===== src/rtl/cdb_arbiter_pkg.sv =====
// Shared Tomasulo datapath types used by the common-data-bus arbiter and its interface.
package tomasula_types;

    typedef logic [31:0] cdb_data;

    localparam int NUM_CDB_UNITS = 4;
    localparam int CDB_TAG_W     = 3;
    localparam int CDB_SRC_W     = 3;

    typedef struct packed {
        logic [CDB_TAG_W-1:0] tag;
        cdb_data              data;
    } cdb_req;

    // Index of the set bit in a one-hot vector (zero when the vector is empty).
    function automatic logic [CDB_SRC_W-1:0] onehot_to_idx(input logic [7:0] onehot);
        logic [CDB_SRC_W-1:0] idx;
        idx = 3'd0;
        for (int i = 0; i < 8; i++) begin
            if (onehot[i]) begin
                idx = CDB_SRC_W'(i);
            end else begin
                idx = idx;
            end
        end
        return idx;
    endfunction

endpackage


===== src/rtl/cdb_arbiter_if.sv =====
// Functional-unit request side, ROB acceptance and broadcast bus of the CDB arbiter.
interface cdb_arbiter_if #(
    parameter int NUM_UNITS = 4,
    parameter int TAG_W     = 3
);
    import tomasula_types::*;

    logic                              flush;
    logic [NUM_UNITS-1:0]              req_valid;
    logic [NUM_UNITS-1:0][TAG_W-1:0]   req_tag;
    cdb_data [NUM_UNITS-1:0]           req_data;
    logic [NUM_UNITS-1:0]              req_ready;
    logic                              rob_ready;
    logic                              cdb_valid;
    logic [TAG_W-1:0]                  cdb_tag;
    cdb_data                           cdb_out;
    logic [CDB_SRC_W-1:0]              cdb_src;

    modport master (
        input  flush, req_valid, req_tag, req_data, rob_ready,
        output req_ready, cdb_valid, cdb_tag, cdb_out, cdb_src
    );

    modport slave (
        output flush, req_valid, req_tag, req_data, rob_ready,
        input  req_ready, cdb_valid, cdb_tag, cdb_out, cdb_src
    );

endinterface


===== src/rtl/cdb_arbiter_rr_picker.sv =====
// Combinational picker: first set request at or after the pointer, wrapping, as a one-hot grant.
module rr_picker #(
    parameter int NUM_UNITS = 4,
    parameter int PTR_W     = 2
) (
    input  logic [NUM_UNITS-1:0] req,
    input  logic [PTR_W-1:0]     ptr,
    output logic [NUM_UNITS-1:0] grant
);

    // Scan forward from the pointer and keep only the first hit.
    always_comb begin
        logic found;
        int   idx;
        grant = '0;
        found = 1'b0;
        idx   = 0;
        for (int off = 0; off < NUM_UNITS; off++) begin
            idx = (int'(ptr) + off) % NUM_UNITS;
            if (!found && req[idx]) begin
                grant[idx] = 1'b1;
                found      = 1'b1;
            end else begin
                found = found;
            end
        end
    end

endmodule


===== src/rtl/cdb_arbiter.sv =====
// Common-data-bus arbiter: picks one finished unit per free bus slot and registers its broadcast.
// Define CDB_ROUND_ROBIN_EN for round-robin arbitration; otherwise the lowest index always wins.
module cdb_arbiter
    import tomasula_types::*;
#(
    parameter int NUM_UNITS = 4,
    parameter int TAG_W     = 3
) (
    input  logic           clk,
    input  logic           rst_n,
    cdb_arbiter_if.master  bus
);

    localparam int PTR_W = $clog2(NUM_UNITS);

    logic                  grant_ok_s;
    logic [NUM_UNITS-1:0]  pick_s;
    logic [NUM_UNITS-1:0]  grant_s;
    logic [CDB_SRC_W-1:0]  grant_idx_s;
    logic [PTR_W-1:0]      grant_sel_s;
    logic [PTR_W-1:0]      ptr_s;

    logic                  cdb_valid_r;
    logic [TAG_W-1:0]      cdb_tag_r;
    cdb_data               cdb_out_r;
    logic [CDB_SRC_W-1:0]  cdb_src_r;

    rr_picker #(
        .NUM_UNITS (NUM_UNITS),
        .PTR_W     (PTR_W)
    ) u_picker (
        .req   (bus.req_valid),
        .ptr   (ptr_s),
        .grant (pick_s)
    );

    // The output slot is free when empty or draining this cycle; flush and reset veto any grant.
    always_comb begin
        grant_ok_s = rst_n & ~bus.flush & (~cdb_valid_r | bus.rob_ready);
        if (grant_ok_s) begin
            grant_s = pick_s;
        end else begin
            grant_s = '0;
        end
        grant_idx_s = onehot_to_idx(8'(grant_s));
        grant_sel_s = grant_idx_s[PTR_W-1:0];
    end

`ifdef CDB_ROUND_ROBIN_EN
    logic [PTR_W-1:0] ptr_r;

    // Pointer moves just past the granted unit and is frozen otherwise.
    always_ff @(posedge clk or negedge rst_n) begin
        if (!rst_n) begin
            ptr_r <= '0;
        end else if (|grant_s) begin
            if (grant_sel_s == PTR_W'(NUM_UNITS - 1)) begin
                ptr_r <= '0;
            end else begin
                ptr_r <= grant_sel_s + PTR_W'(1);
            end
        end else begin
            ptr_r <= ptr_r;
        end
    end

    assign ptr_s = ptr_r;
`else
    assign ptr_s = '0;
`endif

    // Broadcast register: flush kills it, a grant reloads it, a completed broadcast empties it.
    always_ff @(posedge clk or negedge rst_n) begin
        if (!rst_n) begin
            cdb_valid_r <= 1'b0;
            cdb_tag_r   <= '0;
            cdb_out_r   <= 32'd0;
            cdb_src_r   <= 3'd0;
        end else if (bus.flush) begin
            cdb_valid_r <= 1'b0;
        end else if (|grant_s) begin
            cdb_valid_r <= 1'b1;
            cdb_tag_r   <= bus.req_tag[grant_sel_s];
            cdb_out_r   <= bus.req_data[grant_sel_s];
            cdb_src_r   <= grant_idx_s;
        end else if (bus.rob_ready) begin
            cdb_valid_r <= 1'b0;
        end else begin
            cdb_valid_r <= cdb_valid_r;
        end
    end

    assign bus.req_ready = grant_s;
    assign bus.cdb_valid = cdb_valid_r;
    assign bus.cdb_tag   = cdb_tag_r;
    assign bus.cdb_out   = cdb_out_r;
    assign bus.cdb_src   = cdb_src_r;

endmodule


===== src/flat_wrapper.sv =====
// flat-port wrapper written by rule: the top's interface ports become plain ports
module cdb_arbiter_flat import tomasula_types::*;
#(
    parameter int NUM_UNITS = 4,
    parameter int TAG_W     = 3
)
  (clk, rst_n, bus_flush, bus_req_valid, bus_req_tag, bus_req_data, bus_rob_ready, bus_req_ready, bus_cdb_valid, bus_cdb_tag, bus_cdb_out, bus_cdb_src);
  cdb_arbiter_if #(.NUM_UNITS(NUM_UNITS), .TAG_W(TAG_W)) bus_i ();
  input  logic clk;
  input  logic rst_n;
  input wire logic [$bits(bus_i.flush)-1:0] bus_flush;
  input wire logic [$bits(bus_i.req_valid)-1:0] bus_req_valid;
  input wire logic [$bits(bus_i.req_tag)-1:0] bus_req_tag;
  input wire logic [$bits(bus_i.req_data)-1:0] bus_req_data;
  input wire logic [$bits(bus_i.rob_ready)-1:0] bus_rob_ready;
  output wire logic [$bits(bus_i.req_ready)-1:0] bus_req_ready;
  output wire logic [$bits(bus_i.cdb_valid)-1:0] bus_cdb_valid;
  output wire logic [$bits(bus_i.cdb_tag)-1:0] bus_cdb_tag;
  output wire logic [$bits(bus_i.cdb_out)-1:0] bus_cdb_out;
  output wire logic [$bits(bus_i.cdb_src)-1:0] bus_cdb_src;
  assign bus_i.flush = bus_flush;
  assign bus_i.req_valid = bus_req_valid;
  assign bus_i.req_tag = bus_req_tag;
  assign bus_i.req_data = bus_req_data;
  assign bus_i.rob_ready = bus_rob_ready;
  assign bus_req_ready = bus_i.req_ready;
  assign bus_cdb_valid = bus_i.cdb_valid;
  assign bus_cdb_tag = bus_i.cdb_tag;
  assign bus_cdb_out = bus_i.cdb_out;
  assign bus_cdb_src = bus_i.cdb_src;
  cdb_arbiter #(.NUM_UNITS(NUM_UNITS), .TAG_W(TAG_W)) u_core (.clk(clk), .rst_n(rst_n), .bus(bus_i));
endmodule

===== config.mk =====
export PLATFORM = sky130hd
export DESIGN_NAME = cdb_arbiter_flat
export DESIGN_NICKNAME = d
export VERILOG_FILES = /design/src/rtl/cdb_arbiter_pkg.sv /design/src/rtl/cdb_arbiter_if.sv /design/src/rtl/cdb_arbiter_rr_picker.sv /design/src/rtl/cdb_arbiter.sv /design/src/flat_wrapper.sv
export SDC_FILE = /design/constraint.sdc
export NUM_CORES = 1
export LEC_CHECK = 0
export BUFFER_PORTS_ARGS = -buffer_cell sky130_fd_sc_hd__buf_2
export CORE_MARGIN = 1.5
export CORE_UTILIZATION = 42
export DETAILED_ROUTE_END_ITERATION = 10
export PLACE_DENSITY = 0.88
export SLEW_MARGIN = 20
export SYNTH_ARGS = -nofsm -noshare
export SYNTH_HDL_FRONTEND = slang
export SYNTH_SLANG_ARGS = --single-unit
export TNS_END_PERCENT = 100

===== constraint.sdc =====
create_clock -name clk -period 1.53 [get_ports clk]
set_clock_uncertainty 0.15 [all_clocks]
set_input_delay 0.306 -clock clk [delete_from_list [all_inputs] [get_ports clk]]
set_output_delay 0.306 -clock clk [all_outputs]
set_load 0.05 [all_outputs]

==> results.sh <==
export IMPL_status="complete, but fails checks"
export IMPL_violations="negative setup slack"
export IMPL_io_buffers=189
export IMPL_clkSinkCount=38
export IMPL_rsz0062_at_grt="yes"
export IMPL_final_area_um2=5625
export IMPL_synthAdderAreaFrac_pct=0
export IMPL_design_die_area_um2=9119
export IMPL_drt_iter0_drc=295
export IMPL_first_pass_iters=5
export IMPL_synth_cell_type_count=33
export IMPL_synthMostInstantiatedCell="nor2b_1"
export IMPL_cts_root_buf="clkbuf_8"
export IMPL_synth_seq_cells=38
export IMPL_synth_top_family_by_area="compound AO/OA/AOI/OAI gates"
export IMPL_ys_top_cells_by_count="nor2b_1 (71), dfrtp_1 (38), a211oi_1 (36), a31oi_1 (36), nand2b_1 (36)"
export IMPL_drive_gt1_share_pct=52.31
export IMPL_cts_tree="built"
export IMPL_synth_yosys_seq_area_share_pct=26.46
export IMPL_fin_hold_ws_ns=0.1658
export IMPL_grt_usage_pct=29.51
export IMPL_gp_congestion=0.8686
export IMPL_max_vdd_ir_drop_mv=0.3381
export IMPL_synth_mux_area_share_pct=0
export IMPL_fillers=644
export IMPL_regArea_um2=952.2
export IMPL_critPathRequiredTime_ns=1.07
export IMPL_syn_area_um2=3593
export IMPL_diodes=0
export IMPL_hpwl_um=9544
export IMPL_num_io_pins=191
export IMPL_via_per_inst=6.106
export IMPL_setup_viol_count_final=42
export IMPL_power_density_nw_per_um2=778.7
export IMPL_die_h_um=95.50
export IMPL_dpl_cell_area_um2=4999
export IMPL_criticalPathCategory="flop to primary output"
export IMPL_leakagePower_uw=0.002353
export IMPL_critPathCaptureType="primary output"
export IMPL_synth_area_leaders="dfrtp_1 (26%), nor2b_1 (12%), or3b_2 (8.5%)"
export IMPL_dr_total_vias=4598
export IMPL_area_growth_pct=56.55
export IMPL_final_hold_viol_count=0
export IMPL_synthCells=434
export IMPL_htreeDepth=2
export IMPL_layout_min_cycle_time_ns=1.849
export IMPL_worstHoldPathType="input pin to flop"
export IMPL_crit_path_start_kind="flop"
export IMPL_crit_fanout=4
export IMPL_finalCritPeriodShare_pct=120.8
export IMPL_antenna_found_initial=0
export IMPL_grt_pass1_vias=4368
export IMPL_p_total_uw=4381
export IMPL_start_util_pct=43.52
export IMPL_synth_compound_area_share_pct=34.99
export IMPL_synth_xor_xnor_area_share_pct=0
export IMPL_slew_violations=0
export IMPL_netlist_area_leader_share_pct=26.46
export IMPL_design_core_area_um2=8258
export IMPL_cp_arrival_ns=1.39
export IMPL_drc=0
export IMPL_worst_slack_ns=-0.3186
export IMPL_clkTransAtPathRegs_ns=0.08
export IMPL_std_cell_rows=33
export IMPL_nNetsFinal=795
export IMPL_yosysWarnings=0
export IMPL_grt_remaining_overflow=0
export IMPL_fmaxAchievable_mhz=540.9
export IMPL_totalWireLength_um=14540
export IMPL_syn_num_nets=582
export IMPL_yosys_area_top_type="dfrtp_1"
export IMPL_clockBufferDepth=2
export IMPL_ys_flop_type="dfrtp_1"
export IMPL_yosys_area_share_simple_pct=30.36
export IMPL_numCtsBuffers=5
export IMPL_drv_cap=0
export IMPL_syn_avg_cell_area_um2=8.280
export IMPL_grt_pass1_wl_um=20990
export IMPL_routedWlPerCell_um=19.31
export IMPL_multiInputGateArea_um2=2570
export IMPL_grt_max_degree=40
export IMPL_die_w_um=95.50
export IMPL_synth_edf_count=0
export IMPL_clk_latency_ns=0.29
export IMPL_ys_async_sr_fraction_pct=100.0
export IMPL_ant_nets=0
[registers in the layout (all words and copies together) (netlist names)]
signal / flops
u_core.bus.cdb_tag: 3
u_core.bus.cdb_out: 32
u_core.bus.cdb_src: 2
u_core.bus.cdb_valid: 1
[metrics by stage]
step                      instances  setup WS [ns]  TNS (ns)  utilization, %
after global routing            753        -0.3435    -9.830           68.12
final                           753        -0.3186    -7.931           68.12
after global placement          729        -0.2414    -8.512           60.53
after floorplan                 434        -0.6334    -4.005               -
after CTS                       752        -0.3100    -10.00           66.11
after detailed placement        729        -0.3307    -10.24           60.53
[final timing paths]
check	to	cells past startpoint	slack (ns)	startpoint
hold / removal	u_core.bus.cdb_valid	3	0.17	bus_flush
min in group asynchronous	u_core.bus.cdb_out[11]	3	0.45	rst_n
setup reg to reg	u_core.bus.cdb_out[6]	6	-0.32	u_core.bus.cdb_valid
setup / recovery	bus_req_ready[1]	3	-0.32	u_core.bus.cdb_valid
hold reg to reg	u_core.bus.cdb_out[26]	2	0.45	u_core.bus.cdb_out[26]
max in group asynchronous	u_core.bus.cdb_out[27]	3	0.57	rst_n
[power breakdown]
part	internal (uW)	switching, uW	total, uW
combinational	807	1390	2200
clock	489	374	863
sequential	1190	124	1320
total	2490	1890	4380
[repair_timing]
action                                  4_1_cts  5_1_grt
cloned                                        5        2
hold buffers                                  3        1
pin swaps                                     5        2
buffers inserted                              7        2
endpoints found under the setup margin       40       77
hold endpoints to repair                     38       35
gates resized for setup                      47       22
[worst max-delay path: stages (launching register included)]
cell and delay [ns]:
dfrtp_2 0.41, and2b_4 0.20, nor4b_4 0.29, buf_6 0.20
[routing by layer]
layer / vias to the layer above / track usage (%) / part of all wire (%)
met5: - / 0 / 0
met4: 0 / 10.91 / 2.6
met3: 42 / 5.981 / 9.2
met2: 314 / 50.06 / 50
met1: 2156 / 36.77 / 38
li1: 2086 / - / -
[placed cells by master, fill, tap and decap left out, types with 2 or more instances in the layout]
master | netlist | final
a31oi_1 | 36 | 34
a311oi_1 | 34 | 22
a31oi_4 | 0 | 2
buf_4 | 3 | 48
nor2_1 | 4 | 3
a211oi_2 | 0 | 5
buf_8 | 0 | 7
clkbuf_16 | 0 | 2
buf_16 | 0 | 2
a22oi_1 | 34 | 34
clkbuf_8 | 0 | 5
or2b_1 | 2 | 2
dlygate4sd3_1 | 0 | 2
a211oi_1 | 36 | 30
buf_2 | 15 | 183
buf_6 | 5 | 7
nand2b_1 | 36 | 34
nor2b_1 | 71 | 69
dfrtp_1 | 38 | 37
o21ai_0 | 34 | 34
a311oi_2 | 0 | 12
clkbuf_1 | 33 | 2
or3b_2 | 35 | 35
nor4_4 | 1 | 2
buf_12 | 0 | 12
[cell type report]
cell class              count  share of cell area, %
multi-input cells         337                  45.68
repair buffers            264                  33.03
flip-flops and latches     38                  16.93
well taps                 105                  2.335
clock buffers               7                  1.357
clock inverters             1                 0.5338
inverters                   1                 0.1335
[logic make-up after synthesis]
logic type | Yosys count
compound gates | 178
buf+inv | 59
flops | 38
other cells | 1
simple gates | 158
Note: power is estimated with default switching activity, not from simulation.
